==> src/rtl/router_ctrl.sv <==
// rtl/router_ctrl.sv - 1x3 router ingress control: header decode, FIFO steering, parity/length check, timeouts
// Optional feature macro: ROUTER_TIMEOUT_EN (per-port unread timers and soft_reset abort path)
module router_ctrl #(
  parameter int TIMEOUT_CYCLES = 30,
  parameter int TMR_W          = 5
) (
  input  logic       clock,
  input  logic       reset,
  input  logic       pkt_valid,
  input  logic [7:0] data_in,
  input  logic [2:0] fifo_full,
  input  logic [2:0] fifo_empty,
  input  logic [2:0] read_enb,
  output logic       busy,
  output logic       error,
  output logic [2:0] write_enb,
  output logic [7:0] fifo_wdata,
  output logic [2:0] soft_reset
);

  typedef enum logic [2:0] {
    IDLE, WAIT_EMPTY, WRITE_HDR, LOAD_DATA, CHECK_PARITY, DROP
  } state_t;

  localparam logic [TMR_W-1:0] TMR_MAX = TMR_W'(TIMEOUT_CYCLES - 1);

  state_t     state;
  logic [7:0] header_reg;
  logic [7:0] parity_acc;
  logic [7:0] rx_parity;
  logic [5:0] byte_cnt;

  logic [2:0] dest_onehot;
  logic [2:0] in_onehot;
  logic       dest_full;
  logic       in_empty;
  logic       abort;

  assign dest_onehot = 3'b001 << header_reg[1:0];
  assign in_onehot   = 3'b001 << data_in[1:0];
  assign dest_full   = |(fifo_full & dest_onehot);
  assign in_empty    = |(fifo_empty & in_onehot);

`ifdef ROUTER_TIMEOUT_EN
  logic [TMR_W-1:0] timer [3];

  assign abort = |(soft_reset & dest_onehot);

  // A port's timer only runs while its FIFO holds data nobody is reading.
  always_ff @(posedge clock or negedge reset) begin
    if (!reset) begin
      soft_reset <= 3'b000;
      for (int i = 0; i < 3; i++) timer[i] <= '0;
    end else begin
      for (int i = 0; i < 3; i++) begin
        soft_reset[i] <= 1'b0;
        if (fifo_empty[i] || read_enb[i] || soft_reset[i]) begin
          timer[i] <= '0;
        end else if (timer[i] == TMR_MAX) begin
          timer[i]      <= '0;
          soft_reset[i] <= 1'b1;
        end else begin
          timer[i] <= timer[i] + TMR_W'(1);
        end
      end
    end
  end
`else
  logic unused_cfg;

  assign abort      = 1'b0;
  assign soft_reset = 3'b000;
  assign unused_cfg = ^{read_enb, TMR_MAX};
`endif

  always_comb begin
    busy       = 1'b0;
    write_enb  = 3'b000;
    fifo_wdata = data_in;
    case (state)
      WAIT_EMPTY, CHECK_PARITY: busy = 1'b1;
      WRITE_HDR: begin
        busy       = 1'b1;
        fifo_wdata = header_reg;
        if (!abort) write_enb = dest_onehot;
      end
      LOAD_DATA: begin
        busy = dest_full;
        if (!dest_full && !abort) write_enb = dest_onehot;
      end
      default: ;
    endcase
  end

  always_ff @(posedge clock or negedge reset) begin
    if (!reset) begin
      state      <= IDLE;
      error      <= 1'b0;
      header_reg <= 8'h00;
      parity_acc <= 8'h00;
      rx_parity  <= 8'h00;
      byte_cnt   <= 6'd0;
    end else begin
      case (state)
        IDLE: begin
          if (pkt_valid) begin
            header_reg <= data_in;
            parity_acc <= data_in;
            byte_cnt   <= 6'd0;
            error      <= (data_in[1:0] == 2'd3);
            if (data_in[1:0] == 2'd3) state <= DROP;
            else if (!in_empty)       state <= WAIT_EMPTY;
            else                      state <= WRITE_HDR;
          end
        end
        WAIT_EMPTY: begin
          if (abort) begin
            error <= 1'b1;
            state <= DROP;
          end else if (|(fifo_empty & dest_onehot)) begin
            state <= WRITE_HDR;
          end
        end
        WRITE_HDR: begin
          if (abort) begin
            error <= 1'b1;
            state <= DROP;
          end else begin
            state <= LOAD_DATA;
          end
        end
        LOAD_DATA: begin
          if (abort) begin
            error <= 1'b1;
            state <= DROP;
          end else if (!dest_full) begin
            // pkt_valid low marks the parity byte, which is written like payload.
            if (pkt_valid) begin
              parity_acc <= parity_acc ^ data_in;
              if (byte_cnt != 6'd63) byte_cnt <= byte_cnt + 6'd1;
            end else begin
              rx_parity <= data_in;
              state     <= CHECK_PARITY;
            end
          end
        end
        CHECK_PARITY: begin
          if (rx_parity != parity_acc || byte_cnt != header_reg[7:2]) error <= 1'b1;
          state <= IDLE;
        end
        DROP: begin
          if (!pkt_valid) state <= IDLE;
        end
        default: state <= IDLE;
      endcase
    end
  end

endmodule

==> config.mk <==
export PLATFORM = sky130hd
export DESIGN_NAME = router_ctrl
export DESIGN_NICKNAME = d
export VERILOG_FILES = /design/src/rtl/router_ctrl.sv
export SDC_FILE = /design/constraint.sdc
export NUM_CORES = 1
export LEC_CHECK = 0
export CORE_AREA = 2 2 102 74
export CTS_CLUSTER_SIZE = 10
export DETAILED_ROUTE_END_ITERATION = 7
export DIE_AREA = 0 0 104 76
export SETUP_SLACK_MARGIN = 0.3
export SYNTH_ARGS = -nofsm -noshare
export SYNTH_HDL_FRONTEND = slang
export SYNTH_SLANG_ARGS = --single-unit
==> constraint.sdc <==
create_clock -name clock -period 4.6 [get_ports clock]
set_input_delay 0.69 -clock clock [delete_from_list [all_inputs] [get_ports clock]]
set_output_delay 0.69 -clock clock [all_outputs]
set_load 0.01 [all_outputs]
==> run_results.csv, run 1 <==
group,metric,value,unit
grt,antenna_found_initial,0,
finish,nets,237,
grt,grt_overflow,0,
routing,wire_per_inst,12.9,um
finish,diodes,0,
finish,layout-drive-gt1-share,14.8,%
finish,multi_input_area,1100,um^2
floorplan,coreArea,7030,um^2
clock_network,ctsHoldBuffers,0,
timing,rsz0062_at_grt,"false",
grt,grt_pass1_wl,7040,um
job,drv_cap,0,
timing,slew_violations,0,
routing,drtIter0Drc,71,
pwr,powerDensity,639,nW/um^2
finish,layout_commonest_cell,"dfrtp_1",
synthesis,yosysUniqueCellTypes,47,
pwr,p_switching,0.000566,W
pwr,ir_worst_vdd,0.232,mV
clock_network,root_buffer,"clkbuf_8",
timing,setup_viol,0,
synthesis,async_flop_share,100,%
synthesis,synth-seq-cells,34,
synthesis,synth_edf_count,0,
finish,seq_area,851,um^2
floorplan,io_pins,36,
clock_network,h-tree-depth,2,
worst_setup_path,critPathLaunchType,"flop",
timing,slew_headroom,42.9,%
grt,use_met3,2.57,%
worst_setup_path,required,3.91,ns
timing,worst_pin_slew,0.853,ns
synthesis,ys_seq_area_share,42.0,%
pwr,power_frac_seq,36.5,%
timing,fmax,0.309,GHz
timing,skew,0.00528,ns
worst_setup_path,worstSetupEndpointType,"output pin",
placed_design,pre_cts_ws,1.46,ns
pwr,swShare,35.6,%
floorplan,fp.dieH,76,um
grt,use_met1,16.4,%
worst_setup_path,crit_arrival,2.54,ns
timing,layout_min_cycle_time,3.23,ns
grt,grt_max_degree,35,
placed_design,globalplace.congestion,0.752,
floorplan,start_util,28.8,%
routing,routed_wl,4060,um
pwr,p_clk_share,17.5,%
floorplan,dieArea,7900,um^2
grt,grt_pass1_vias,1395,
clock_network,cts_setup_buffers,0,
clock_network,insertion_delay,0.29,ns
placed_design,dp_hpwl,2860,um
synthesis,yosysWarnings,0,
finish,fin_util,35.4,%
floorplan,die_x,104,um
status,status,"complete, no violations",
timing,postLayoutSetupSlackWorst,1.37,ns
placed_design,port_buffers,29,
routing,ant_nets,0,
routing,dr_total_vias,1444,
grt,globalRouteTotalUtil,11.1,%
routing,viasPerCell,4.60,
timing,hold_violations,0,
finish,fillerInstances,728,
finish,fin_cells,314,
clock_network,clock-sinks,34,
floorplan,rows,26,
grt,use_met2,15.6,%
pwr,p_int,0.00102,W
clock_network,cts_buffer_depth,2,
worst_setup_path,crit_type,"reg2out",
synthesis,netlist_instances,189,
synthesis,syn-cell-area,2030,um^2
placed_design,dp_cells,307,
grt,busiest_layer,"met1",
finish,area_growth_syn_to_layout,22.8,%
clock_network,cts_made_buffers,5,
timing,setup_tns,0,ns
pwr,leakagePower,1.02,nW
worst_setup_path,path_max_fanout,11,
clock_network,cts_tree,"done",
routing,drt_pass1_iterations,4,
clock_network,cts_resized,0,
synthesis,synth-main-ff-cell,"dfrtp_1",
timing,post-route-period-util,70.3,%
hold_path,min_path_type,"reg2reg",
routing,drc_errors,0,
pwr,power_frac_comb,46.0,%
synthesis,avgSynthCellArea,10.7,um^2
finish,final_cell_mix,"dfrtp_1, clkdlybuf4s50_1, nand2_1, xor2_1, xnor2_1",
clock_network,cts.clk_slew.worst_paths,0.07,ns
power by group through the flow:
stage	clock [W]	sequential [W]	combinational (W)
after floorplan	0	0.000512	0.000602
after global placement	0	0.000583	0.000732
after detailed placement	0	0.000584	0.000737
after CTS	0.000288	0.000581	0.000741
after global routing	0.000300	0.000606	0.000810
final	0.000279	0.000581	0.000732
synthesized netlist by cell type, types with 4 or more instances:
| cell | number | area share [%] |
|---|---|---|
| a31oi_1 | 4 | 1.2 |
| buf_2 | 5 | 1.2 |
| dfrtp_1 | 34 | 42 |
| mux2_1 | 8 | 4.4 |
| mux2_2 | 9 | 5.0 |
| mux2_4 | 8 | 5.9 |
| nand2_1 | 22 | 4.1 |
| nor2_1 | 8 | 1.5 |
| xnor2_1 | 11 | 4.8 |
| xor2_1 | 12 | 5.2 |
stage by stage:
| step | hold slack, ns | area, um^2 | total power (W) |
|---|---|---|---|
| final | 0.497 | 2490 | 0.00159 |
| after global routing | 0.555 | 2490 | 0.00172 |
| after CTS | 0.496 | 2490 | 0.00161 |
| after floorplan | 0.394 | 2030 | 0.00111 |
| after detailed placement | 0.480 | 2380 | 0.00132 |
| after global placement | 0.479 | 2380 | 0.00132 |
worst paths after layout:
path                           from  slack, ns  cells after the start      endpoint
max                        state[1]       1.37                      4  write_enb[2]
min                           error       0.50                      2         error
max reg2reg                state[2]       2.38                      4   byte_cnt[1]
min reg2reg                   error       0.50                      2         error
max in group asynchronous     reset       3.46                      2   byte_cnt[4]
min in group asynchronous     reset       0.82                      2      state[0]
metal layers:
layer / share of wire [%] / wire (um)
met1: 54 / 2190
met2: 42 / 1690
met3: 3.0 / 121
met4: 1.4 / 57
met5: 0 / 0
kinds of logic (layout without fill, tap and decap cells):
kind of cell	after synthesis	count (layout)	share of synthesized area, %
muxes	28	28	17.5
and+or+nand+nor	61	61	15.6
DFF	34	34	42.0
xor gates and xnor gates	23	23	9.94
adders and majority gates	1	1	0.617
buffers and inverters	14	39	4.20
other	1	3	0.185
AOI/OAI and AO/OA	27	27	10.0
critical path, cell delays in order (launching register included):
cell,delay (ns)
dfrtp_1,0.51
nor3b_2,0.76
nor2_1,0.18
nor3b_1,0.24
clkdlybuf4s50_1,0.57
cell type report:
cell class / count / area share [%]
Multi-Input combinational cell: 143 / 44.1
Sequential cell: 34 / 34.2
Timing Repair Buffer: 30 / 12.0
Tap cell: 98 / 4.92
Clock buffer: 6 / 3.32
Clock inverter: 1 / 1.21
Inverter: 2 / 0.302
Note: power is estimated with default switching activity, not from simulation.
==> inputs of run 2 (changes only) <==
clock period = 3 ns   (was 4.6 ns; I/O delays follow)
==> run 2 against run 1 <==
Against the previous run: routed wire length grew 7.0%; cell count up 2.5%; sequential share of layout area is 1.2 points lower; non-clock buffer count up 7; total power increased by 64%; final area increased by 3.7%; via count rose by 2.2%.
==> run_results.csv, run 2 (synthesis results as in run 1) <==
group,metric,value,unit
placed_design,dp_hpwl,3020,um
pwr,powerDensity,1010,nW/um^2
routing,drt_pass1_iterations,4,
timing,hold_violations,0,
clock_network,cts_made_buffers,5,
grt,antenna_found_initial,0,
finish,layout_commonest_cell,"dfrtp_1",
worst_setup_path,worstSetupEndpointType,"output pin",
grt,globalRouteTotalUtil,11.9,%
routing,routed_wl,4340,um
floorplan,fp.dieH,76,um
clock_network,cts_buffer_depth,2,
worst_setup_path,path_max_fanout,11,
timing,setup_tns,0,ns
worst_setup_path,critPathLaunch,"state[1]",
pwr,leakagePower,1.12,nW
worst_setup_path,crit_arrival,2.11,ns
clock_network,root_buffer,"clkbuf_8",
worst_setup_path,max_stage_delay,0.52,ns
routing,wire_per_inst,13.5,um
floorplan,start_util,28.8,%
routing,ant_nets,0,
status,status,"complete, no violations",
routing,viasPerCell,4.58,
placed_design,dp_cells,310,
clock_network,cts_tree,"done",
grt,grt_pass1_wl,7520,um
worst_setup_path,crit_chain,"nor3b_2 > buf_4 > mux2_2 > clkdlybuf4s50_1",
clock_network,ctsHoldBuffers,0,
timing,setup_viol,0,
timing,worst_pin_slew,0.593,ns
finish,area_growth_syn_to_layout,27.3,%
grt,grt_max_degree,35,
job,drv_cap,0,
floorplan,coreArea,7030,um^2
timing,rsz0062_at_grt,"false",
finish,nets,244,
worst_setup_path,crit_path_top_delay_cell,"dfrtp_1",
floorplan,dieArea,7900,um^2
hold_path,min_path_type,"reg2reg",
hold_path,min_from,"error",
clock_network,clock-sinks,34,
worst_setup_path,cp_top_family,"buffers and inverters",
timing,skew,0.00648,ns
hold_path,min_delay_path_depth,2,
floorplan,die_x,104,um
placed_design,globalplace.congestion,0.787,
routing,drtIter0Drc,71,
timing,slew_violations,0,
floorplan,io_pins,36,
worst_setup_path,required,2.55,ns
finish,diodes,0,
timing,slew_headroom,60.5,%
timing,layout_min_cycle_time,2.56,ns
grt,grt_overflow,0,
finish,layout-drive-gt1-share,18.3,%
worst_setup_path,crit_type,"reg2out",
worst_setup_path,crit_buf_inv,2,
grt,grt_pass1_vias,1493,
pwr,ir_worst_vdd,0.305,mV
timing,fmax,0.391,GHz
timing,whs,0.508,ns
clock_network,cts.clk_slew.worst_paths,0.07,ns
floorplan,rows,26,
worst_setup_path,path_depth,4,
timing,post-route-period-util,85.2,%
routing,drc_errors,0,
placed_design,port_buffers,29,
worst_setup_path,rr_startpoint,"state[2]",
routing,dr_total_vias,1476,
worst_setup_path,r2r_cells,4,
finish,fin_cells,322,
worst_setup_path,critPathLaunchType,"flop",
clock_network,h-tree-depth,2,
finish,final_cell_mix,"dfrtp_1, clkdlybuf4s50_1, nand2_1, xor2_1, xnor2_1",
clock_network,insertion_delay,0.29,ns
-- run 2: cell types whose count changed in the layout (fill, tap and decap cells not counted), sizes merged --
| cell | previous run | this run |
|---|---|---|
| clkdlybuf4s50 | 29 | 26 |
| bufinv | 1 | 2 |
| dlymetal6s2s | 0 | 3 |
| buf | 1 | 8 |
-- run 2: repair_timing --
action / 4_1_cts / 5_1_grt
gates resized for setup: 1 / 3
hold endpoints to repair: 0 / 0
setup buffers: 1 / 3
endpoints found under the setup margin: 2 / 3
-- run 2: worst register-to-register path: stages, from the launching register on --
cell and delay (ns):
dfrtp_1 0.51, nand3b_1 0.26, buf_4 0.19, or3_1 0.62
mux2_4 0.40
-- run 2: layout make-up --
cell class | instances | area, um^2
clock buffer | 6 | 82.6
clock inverter | 2 | 60.1
fill | 728 | 4450
inverter | 2 | 7.51
multi-input combinational | 143 | 1100
sequential | 34 | 852
tap | 98 | 123
timing repair buffer | 37 | 358
-- run 2: through the flow --
step / power (W) / instance area, um^2 / util, % / setup WS [ns]
2_1_floorplan: 0.00171 / 2030 / - / 1.09
3_5_place_dp: 0.00206 / 2400 / 34.2 / 0.385
5_1_grt: 0.00280 / 2580 / 36.7 / 0.367
6_report: 0.00261 / 2580 / 36.7 / 0.443
3_3_place_gp: 0.00203 / 2400 / 34.2 / 0.413
4_1_cts: 0.00261 / 2550 / 36.3 / 0.374
-- run 2: final timing paths --
path                                  to  slack (ns)
max                        fifo_wdata[7]        0.44
min                                error        0.51
max reg2reg                 rx_parity[1]        0.91
min reg2reg                        error        0.51
max in group asynchronous  header_reg[0]        2.09
min in group asynchronous  header_reg[6]        0.57
-- run 2: power by group --
| part | switching (W) | internal, W | total [W] |
|---|---|---|---|
| clock network | 0.000170 | 0.000354 | 0.000525 |
| logic | 0.000504 | 0.000687 | 0.00119 |
| registers | 0.000229 | 0.000663 | 0.000892 |
| total | 0.000904 | 0.00170 | 0.00261 |
-- run 2: per-layer routing --
layer / wire (um) / global-route usage, % / up-vias
met5: 0 / 0 / -
met4: 78 / 4.86 / 0
li1: - / - / 723
met2: 1940 / 17.6 / 22
met1: 2190 / 16.8 / 724
met3: 135 / 2.65 / 7
==> inputs of run 3 (changes only) <==
GPL_TIMING_DRIVEN = 0   (was default)
==> run 3 against run 2 <==
Against the previous run: utilization fell by 0.45 points; via count rose by 2.6%; clock skew fell by 0.0036 ns; routed wire length rose by 3.0%; critical path type is now in2out.
==> run_results.csv, run 3 (synthesis results as in run 1) <==
group,metric,value,unit
floorplan,rows,26,
clock_network,root_buffer,"clkbuf_8",
finish,diodes,0,
grt,globalRouteTotalUtil,12.1,%
grt,use_met2,18.6,%
grt,grt_pass1_vias,1484,
clock_network,h-tree-depth,2,
status,status,"complete, no violations",
finish,layout-drive-gt1-share,20.0,%
grt,antenna_found_initial,0,
timing,slew_headroom,50.2,%
placed_design,globalplace.congestion,0.802,
timing,worst_pin_slew,0.747,ns
grt,grt_max_degree,35,
pwr,swShare,37.3,%
pwr,power_frac_comb,54.0,%
routing,drc_errors,0,
pwr,powerDensity,964,nW/um^2
worst_setup_path,crit_type,"in2out",
clock_network,ctsHoldBuffers,0,
finish,final_cell_mix,"dfrtp_1, clkdlybuf4s50_1, nand2_1, xor2_1, xnor2_1",
grt,use_met3,2.91,%
routing,dr_total_vias,1514,
pwr,p_int,0.00154,W
floorplan,die_x,104,um
pwr,power_frac_seq,33.2,%
placed_design,dp_hpwl,3180,um
worst_setup_path,critPathLaunchType,"input pin",
timing,post-route-period-util,86.2,%
hold_path,min_path_type,"in2async",
clock_network,cts_buffer_depth,2,
clock_network,cts_tree,"done",
timing,fmax,0.387,GHz
worst_setup_path,crit_chain,"clkdlybuf4s50_1 > mux2i_4 > o21ai_2 > nor2_1 > nor2_1 > nor3b_1 > clkdlybuf4s50_1",
finish,area_growth_syn_to_layout,25.8,%
pwr,leakagePower,1.08,nW
routing,drt_pass1_iterations,4,
grt,grt_overflow,0,
pwr,p_switching,0.000917,W
worst_setup_path,max_stage_delay,0.57,ns
timing,setup_viol,0,
grt,grt_pass1_wl,7700,um
job,drv_cap,0,
clock_network,cts_made_buffers,5,
timing,hold_violations,0,
routing,drtIter0Drc,73,
worst_setup_path,path_max_fanout,3,
floorplan,io_pins,36,
clock_network,insertion_delay,0.28,ns
finish,layout_commonest_cell,"dfrtp_1",
grt,busiest_layer,"met2",
timing,skew,0.00291,ns
worst_setup_path,required,2.55,ns
pwr,p_clk_share,12.8,%
finish,fillerInstances,746,
timing,rsz0062_at_grt,"false",
routing,ant_nets,0,
floorplan,dieArea,7900,um^2
worst_setup_path,crit_path_top_delay_cell,"clkdlybuf4s50_1",
routing,viasPerCell,4.62,
grt,use_met1,17.6,%
clock_network,clock-sinks,34,
routing,wire_per_inst,13.6,um
timing,setup_tns,0,ns
floorplan,fp.dieH,76,um
floorplan,coreArea,7030,um^2
clock_network,cts.clk_slew.worst_paths,0.07,ns
worst_setup_path,worstSetupEndpointType,"output pin",
pwr,total_power,0.00246,W
floorplan,start_util,28.8,%
finish,nets,251,
timing,layout_min_cycle_time,2.58,ns
placed_design,port_buffers,28,
timing,slew_violations,0,
routing,routed_wl,4480,um
pwr,ir_worst_vdd,0.355,mV
worst_setup_path,crit_arrival,2.13,ns
run 3: changes by cell type in the layout (fill, tap and decap cells not counted), moves of 2 or more:
cell,delta
buf_2,+6
buf_6,+2
bufinv_16,-2
clkbuf_1,+2
clkinv_2,+2
dlymetal6s2s_1,-2
run 3: layer usage:
layer  wire length [um]  up-vias
met5                  0        -
met4                 20        0
met3                172        2
met2               2020       18
met1               2270      763
li1                   -      731
run 3: repair_timing:
| item | in CTS | in global routing |
|---|---|---|
| setup endpoints to repair | 11 | 3 |
| pin swaps | 1 | 1 |
| buffers inserted | 2 | 2 |
| resized for setup | 1 | 1 |
| cloned | 0 | 0 |
run 3: worst max-delay path: cells and delay by family:
kind            cells  cell delay [ns]
compound gates      1             0.07
buf+inv             2             1.00
mux                 1             0.20
simple gates        3             0.41
run 3: metrics by stage:
step                hold slack (ns)  cell area, um^2  cells  worst slack, ns  utilization, %
floorplan                     0.154             2030    191             1.09               -
global placement              0.493             2440    317            0.285            34.7
detailed placement            0.519             2430    317            0.250            34.6
CTS                           0.273             2530    326            0.361            36.0
global route                  0.306             2550    328            0.275            36.3
finish                        0.230             2550    328            0.415            36.3
run 3: power by group through the flow:
stage | clock network [W] | logic, W | registers, W
finish | 0.000315 | 0.00133 | 0.000816
global route | 0.000348 | 0.00146 | 0.000843
CTS | 0.000324 | 0.00132 | 0.000817
detailed placement | 0 | 0.00128 | 0.000824
global placement | 0 | 0.00125 | 0.000815
floorplan | 0 | 0.000923 | 0.000785
run 3: cell type report:
type / instances / area [um^2] / share of cell area, %
Tap cell: 98 / 123 / 4.81
Buffer: 12 / 77.6 / 3.04
Inverter: 2 / 7.51 / 0.294
Sequential cell: 34 / 851 / 33.4
Multi-Input combinational cell: 143 / 1100 / 43.3
Clock inverter: 2 / 10.0 / 0.393
Clock buffer: 5 / 68.8 / 2.70
Timing Repair Buffer: 32 / 308 / 12.1
run 3: worst paths after layout:
kind	startpoint	end	slack [ns]	depth (start not counted)
hold reg to reg	error	error	0.53	2
max in group asynchronous	reset	parity_acc[7]	2.29	1
min in group clock	error	error	0.53	2
setup reg to reg	byte_cnt[0]	byte_cnt[1]	1.11	6
hold / removal	reset	state[0]	0.23	1
setup / recovery	fifo_full[0]	write_enb[1]	0.42	7
